### src/rtl/cv32e40x_pkg.sv
// Shared types and constants for the cv32e40x EX/WB pipeline boundary.
package cv32e40x_pkg;

    localparam logic [1:0] LSU_SIZE_BYTE = 2'b00;
    localparam logic [1:0] LSU_SIZE_HALF = 2'b01;
    localparam logic [1:0] LSU_SIZE_WORD = 2'b10;

    typedef struct packed {
        logic        rf_we;
        logic [4:0]  rf_waddr;
        logic [31:0] rf_wdata;
        logic        lsu_en;
        logic [1:0]  lsu_size;
        logic        lsu_sext;
        logic [1:0]  lsu_addr_lo;
    } ex_wb_pipe_t;

endpackage

### src/rtl/cv32e40x_load_align.sv
// Combinational load data aligner: extracts the addressed byte/half/word
// from a word-aligned bus beat and zero- or sign-extends it.
module cv32e40x_load_align
    import cv32e40x_pkg::*;
(
    input  logic [1:0]  size_i,
    input  logic        sext_i,
    input  logic [1:0]  addr_lo_i,
    input  logic [31:0] rdata_i,
    output logic [31:0] wdata_o
);

    logic [7:0]  byte_sel;
    logic [15:0] half_sel;

    always_comb begin
        byte_sel = 8'h00;
        half_sel = 16'h0000;
        wdata_o  = rdata_i;

        case (addr_lo_i)
            2'd0:    byte_sel = rdata_i[7:0];
            2'd1:    byte_sel = rdata_i[15:8];
            2'd2:    byte_sel = rdata_i[23:16];
            default: byte_sel = rdata_i[31:24];
        endcase

        // Misaligned halves are split upstream, so only addr_lo[1] matters.
        half_sel = addr_lo_i[1] ? rdata_i[31:16] : rdata_i[15:0];

        case (size_i)
            LSU_SIZE_BYTE: wdata_o = {{24{sext_i & byte_sel[7]}}, byte_sel};
            LSU_SIZE_HALF: wdata_o = {{16{sext_i & half_sel[15]}}, half_sel};
            default:       wdata_o = rdata_i;
        endcase
    end

endmodule

### src/rtl/cv32e40x_wb_stage.sv
// Writeback stage: holds one instruction from EX, waits for load responses,
// performs the register-file write and drives the WB forwarding outputs.
module cv32e40x_wb_stage
    import cv32e40x_pkg::*;
(
    input  logic        clk,
    input  logic        rst,

    input  logic        ex_valid_i,
    input  ex_wb_pipe_t ex_wb_pipe_i,
    output logic        wb_ready_o,

    input  logic        lsu_rvalid_i,
    input  logic [31:0] lsu_rdata_i,
    input  logic        lsu_err_i,

    output logic        rf_we_wb_o,
    output logic [4:0]  rf_waddr_wb_o,
    output logic [31:0] rf_wdata_wb_o,

    output logic        wb_valid_o,
    output logic        wb_err_o,
    output logic        wb_busy_o
);

    typedef enum logic [1:0] {
        EMPTY     = 2'd0,
        ALU       = 2'd1,
        LOAD_WAIT = 2'd2
    } wb_state_e;

    wb_state_e   state_q, state_d;
    ex_wb_pipe_t entry_q, entry_d;

    logic        done;
    logic        accept;
    logic        load_resp;
    logic [31:0] load_wdata;

    cv32e40x_load_align u_load_align (
        .size_i    (entry_q.lsu_size),
        .sext_i    (entry_q.lsu_sext),
        .addr_lo_i (entry_q.lsu_addr_lo),
        .rdata_i   (lsu_rdata_i),
        .wdata_o   (load_wdata)
    );

    always_ff @(posedge clk) begin
        if (rst) begin
            state_q <= EMPTY;
            entry_q <= '0;
        end else begin
            state_q <= state_d;
            entry_q <= entry_d;
        end
    end

    // Outputs are gated by rst so everything except ready reads 0 while
    // reset is held, even in the cycle before the reset edge.
    always_comb begin
        state_d       = state_q;
        entry_d       = entry_q;
        load_resp     = (state_q == LOAD_WAIT) && lsu_rvalid_i;
        done          = !rst && ((state_q == ALU) || load_resp);
        wb_ready_o    = (state_q == EMPTY) || done;
        accept        = !rst && ex_valid_i && wb_ready_o;

        rf_we_wb_o    = done && entry_q.rf_we && (entry_q.rf_waddr != 5'd0) &&
                        !(load_resp && lsu_err_i);
        rf_waddr_wb_o = rst ? 5'd0 : entry_q.rf_waddr;
        rf_wdata_wb_o = rst ? 32'd0 :
                        (state_q == LOAD_WAIT) ? load_wdata : entry_q.rf_wdata;
        wb_valid_o    = done;
        wb_err_o      = !rst && load_resp && lsu_err_i;
        wb_busy_o     = !rst && (state_q != EMPTY);

        if (accept) begin
            entry_d = ex_wb_pipe_i;
            state_d = ex_wb_pipe_i.lsu_en ? LOAD_WAIT : ALU;
        end else if (done) begin
            state_d = EMPTY;
        end
    end

endmodule
### config.mk
export PLATFORM = sky130hd
export DESIGN_NAME = cv32e40x_wb_stage
export DESIGN_NICKNAME = d
export VERILOG_FILES = /design/src/rtl/cv32e40x_pkg.sv /design/src/rtl/cv32e40x_load_align.sv /design/src/rtl/cv32e40x_wb_stage.sv
export SDC_FILE = /design/constraint.sdc
export NUM_CORES = 1
export LEC_CHECK = 0
export BUFFER_PORTS_ARGS = -buffer_cell sky130_fd_sc_hd__buf_2
export CAP_MARGIN = 0
export CORE_ASPECT_RATIO = 1.2
export CORE_MARGIN = 2
export CORE_UTILIZATION = 52
export DETAILED_ROUTE_END_ITERATION = 8
export PLACE_DENSITY_LB_ADDON = 0.2
export SYNTH_ARGS = -nofsm -noshare
export SYNTH_HDL_FRONTEND = slang
export SYNTH_SLANG_ARGS = --single-unit
### constraint.sdc
create_clock -name clk -period 4.8 [get_ports clk]
set_clock_uncertainty 0.2 [all_clocks]
set_input_delay 0.48 -clock clk [delete_from_list [all_inputs] [get_ports clk]]
set_output_delay 0.48 -clock clk [all_outputs]
set_load 0.05 [all_outputs]
==> results by group <==
Timing
  – Tcrit/Tclk final: 76.0%
  – Total Neg Setup Slack: 0 ns
  – Relative slew slack: 23.1%
  – F_max: 274 MHz
  – Fin. max-slew vios: 0
  – RSZ-0062 raised after global routing: false
  – Final setup fails: 0
  – Crit path time final: 3.65 ns
  – Slew @ Worst Pin: 1.15 ns
  – Hold Vio Cnt, Final: 0

Clocking
  – Root buf cell: clkbuf_8
  – Skew-Pair Late Insertion Delay: 0.29 ns
  – CTS buffer count: 5
  – Post-CTS Setup Repair Bufs: 0
  – CTS tree: yes
  – # clock sinks: 45
  – Clock transition at path regs: 0.09 ns
  – Cts repair resizes: 0
  – H-tree levels: 2
  – Post-CTS Hold Buffers: 0
  – CTS Buffer Depth: 2

Drt
  – DRT Pass-1 Iters: 5
  – Vias after detailed routing: 3235
  – DRT Wirelength: 8420 um
  – # DRC: 0
  – Detail Route Antenna Nets: 0
  – Detailed Route Iter0 Violations: 225
  – Drt wl/cell: 15.0 um
  – Vias per cell: 5.75

Global routing
  – Grt total ovfl: 0
  – Vias in the first global route: 3027
  – First-pass GRT wire length: 13600 um
  – Initial antenna violation count: 0
  – Largest net degree at the start of global routing: 47
  – GRT Resource Usage Total: 27.4%

Critical path
  – FF-to-FF setup slack: 2.61 ns
  – Crit start category: flip-flop
  – Slowest stage cell, crit path: dfxtp_1
  – WP data required: 4.12 ns
  – Crit. End Element: output port
  – CP delay by family, top: flip-flops
  – Worst R2R Start: state_q[0]
  – R2R depth: 4
  – Crit-path cells: clkinv_1 -> a21o_1 -> a2111oi_0 -> nor3_1 -> buf_2
  – FF-to-FF End: entry_q[30]
  – WP data arrival: 2.97 ns
  – Crit Path Max Fanout: 26
  – CP Class: flip-flop to output port
  – WP buf/inv: 2
  – Worst path max stage delay: 0.93 ns

Final layout
  – Multi-input gate area: 1760 um^2
  – Post-layout util: 67.1%
  – Ant. Diodes: 0
  – FF+latch area: 901 um^2
  – Layout Area Growth over Synthesis: 24.5%
  – Fillers: 484
  – Layout cells sized above 1: 31.5%
  – Final net count: 581

Yosys
  – Synth cell types: 44
  – Post-Syn Nets: 483
  – Sequential cell area fraction in the yosys report: 31.8%
  – #FFs+latches synth: 45
  – Mapped Avg Cell Area: 7.05 um^2
  – Mapped Area: 2840 um^2
  – Main synth FF type: dfxtp_1
  – YS warnings: 0
  – Post-synth EDFFs: 0
  – Cells after Synth: 402
  – Asr flop ratio synth: 0%

Power
  – Leakage power: 1.52 nW
  – Peak supply drop: 224 uV
  – PwrDens: 292 nW/um^2

Floorplan
  – Initial Util: 53.9%
  – Die height: 84.9 um
  – Core region area: 5260 um^2
  – # rows: 29
  – Die area: 6060 um^2
  – I/O pin cnt: 123
  – Die Wd: 71.4 um

Worst hold path
  – Hold-critical path depth: 3
  – Hold EP: entry_q[19]
  – Hold Path Class: primary input to flip-flop
  – Hold path start: ex_wb_pipe_i[19]

Placed design
  – RD Place Congestion: 0.947
  – Hpwl dp: 6070 um
  – IO buf count: 122

Job
  – Max-Cap Viols: 0

Status
  – Status: finished clean
==> power breakdown <==
part / switching, mW / leakage, nW / total, mW / internal (mW)
sequential: 0.0234 / 0.370 / 0.420 / 0.397
combinational: 0.181 / 1.08 / 0.273 / 0.0922
clock: 0.132 / 0.0681 / 0.339 / 0.207
==> worst register-to-register path, stage by stage (launching register included) <==
cell and delay [ns]:
dfxtp_1 0.47, a21oi_1 0.19, o21ai_4 0.89, nand2_1 0.17
a21oi_1 0.21
==> state kept, by name (all words and copies together), names as in the netlist <==
register,count
entry_q,43
state_q,2
==> area by class of cell <==
class                      count  area share, %
inverter                       2          0.213
multi-input combinational    319           49.9
clock inverter                 3           1.84
timing repair buffer         127           18.4
sequential                    45           25.5
clock buffer                   5           1.95
tap                           62           2.20
==> cell usage in the layout, fill, tap and decap left out, types with 2 or more instances in the layout <==
| cell type | instances |
|---|---|
| nor2_1 | 8 |
| buf_2 | 122 |
| a21oi_1 | 63 |
| nor3_1 | 28 |
| a22o_1 | 6 |
| nor2b_1 | 15 |
| clkbuf_8 | 5 |
| o21ai_4 | 2 |
| nand2_1 | 111 |
| o21ai_2 | 10 |
| buf_4 | 5 |
| o21ai_0 | 12 |
| nand3b_1 | 8 |
| a211oi_1 | 13 |
| mux2_2 | 8 |
| bufinv_16 | 2 |
| dfxtp_1 | 45 |
| o41ai_1 | 6 |
| and3_1 | 3 |
| nand2b_1 | 4 |
==> stage by stage <==
stage | std cells | setup WS (ns) | hold WS, ns | power (mW) | instance area [um^2]
after floorplan | 402 | 1.82 | 0.233 | 0.618 | 2840
after global placement | 555 | 1.60 | 0.243 | 0.695 | 3400
after detailed placement | 555 | 1.52 | 0.247 | 0.700 | 3400
after CTS | 563 | 1.19 | 0.205 | 1.03 | 3530
after global routing | 563 | 0.957 | 0.217 | 1.07 | 3530
final | 563 | 1.15 | 0.209 | 1.03 | 3530
==> how the worst max path moves through the flow <==
stage | start | endpoint | slack, ns | cells past startpoint
finish | entry_q[1] | rf_wdata_wb_o[7] | 1.15 | 5
global route | entry_q[1] | rf_wdata_wb_o[7] | 0.96 | 5
CTS | entry_q[1] | rf_wdata_wb_o[7] | 1.19 | 5
detailed placement | entry_q[1] | rf_wdata_wb_o[7] | 1.52 | 5
global placement | entry_q[1] | rf_wdata_wb_o[7] | 1.60 | 5
floorplan | entry_q[1] | rf_wdata_wb_o[15] | 1.82 | 5
==> synth_stat cells (11+ instances only) <==
cell        n  area share, %
buf_2      11            1.9
clkbuf_1   20            2.6
o21ai_2    11            3.4
nor2b_1    15            3.3
a21oi_1    63             11
o21ai_0    12            2.1
nand2_1   111             15
nor3_1     28            4.9
a211oi_1   13            3.4
dfxtp_1    45             32
==> cells by family (layout without fill, tap and decap cells) <==
group | after synthesis | in the layout | synth area share [%]
AND/OR/NAND/NOR | 183 | 183 | 29.1
flip-flops | 45 | 45 | 31.8
AO/OA/AOI/OAI | 126 | 126 | 28.9
buffers and inverters | 38 | 137 | 6.31
multiplexers | 10 | 10 | 3.93
==> routing by layer <==
metal  up-vias  track usage (%)  routed length, um
met5         -                0                  0
met4         0             9.95                249
met2       146             46.7               4070
met1      1468             34.2               3480
li1       1598                -                  -
met3        23             5.23                627
Note: power is estimated with default switching activity, not from simulation.
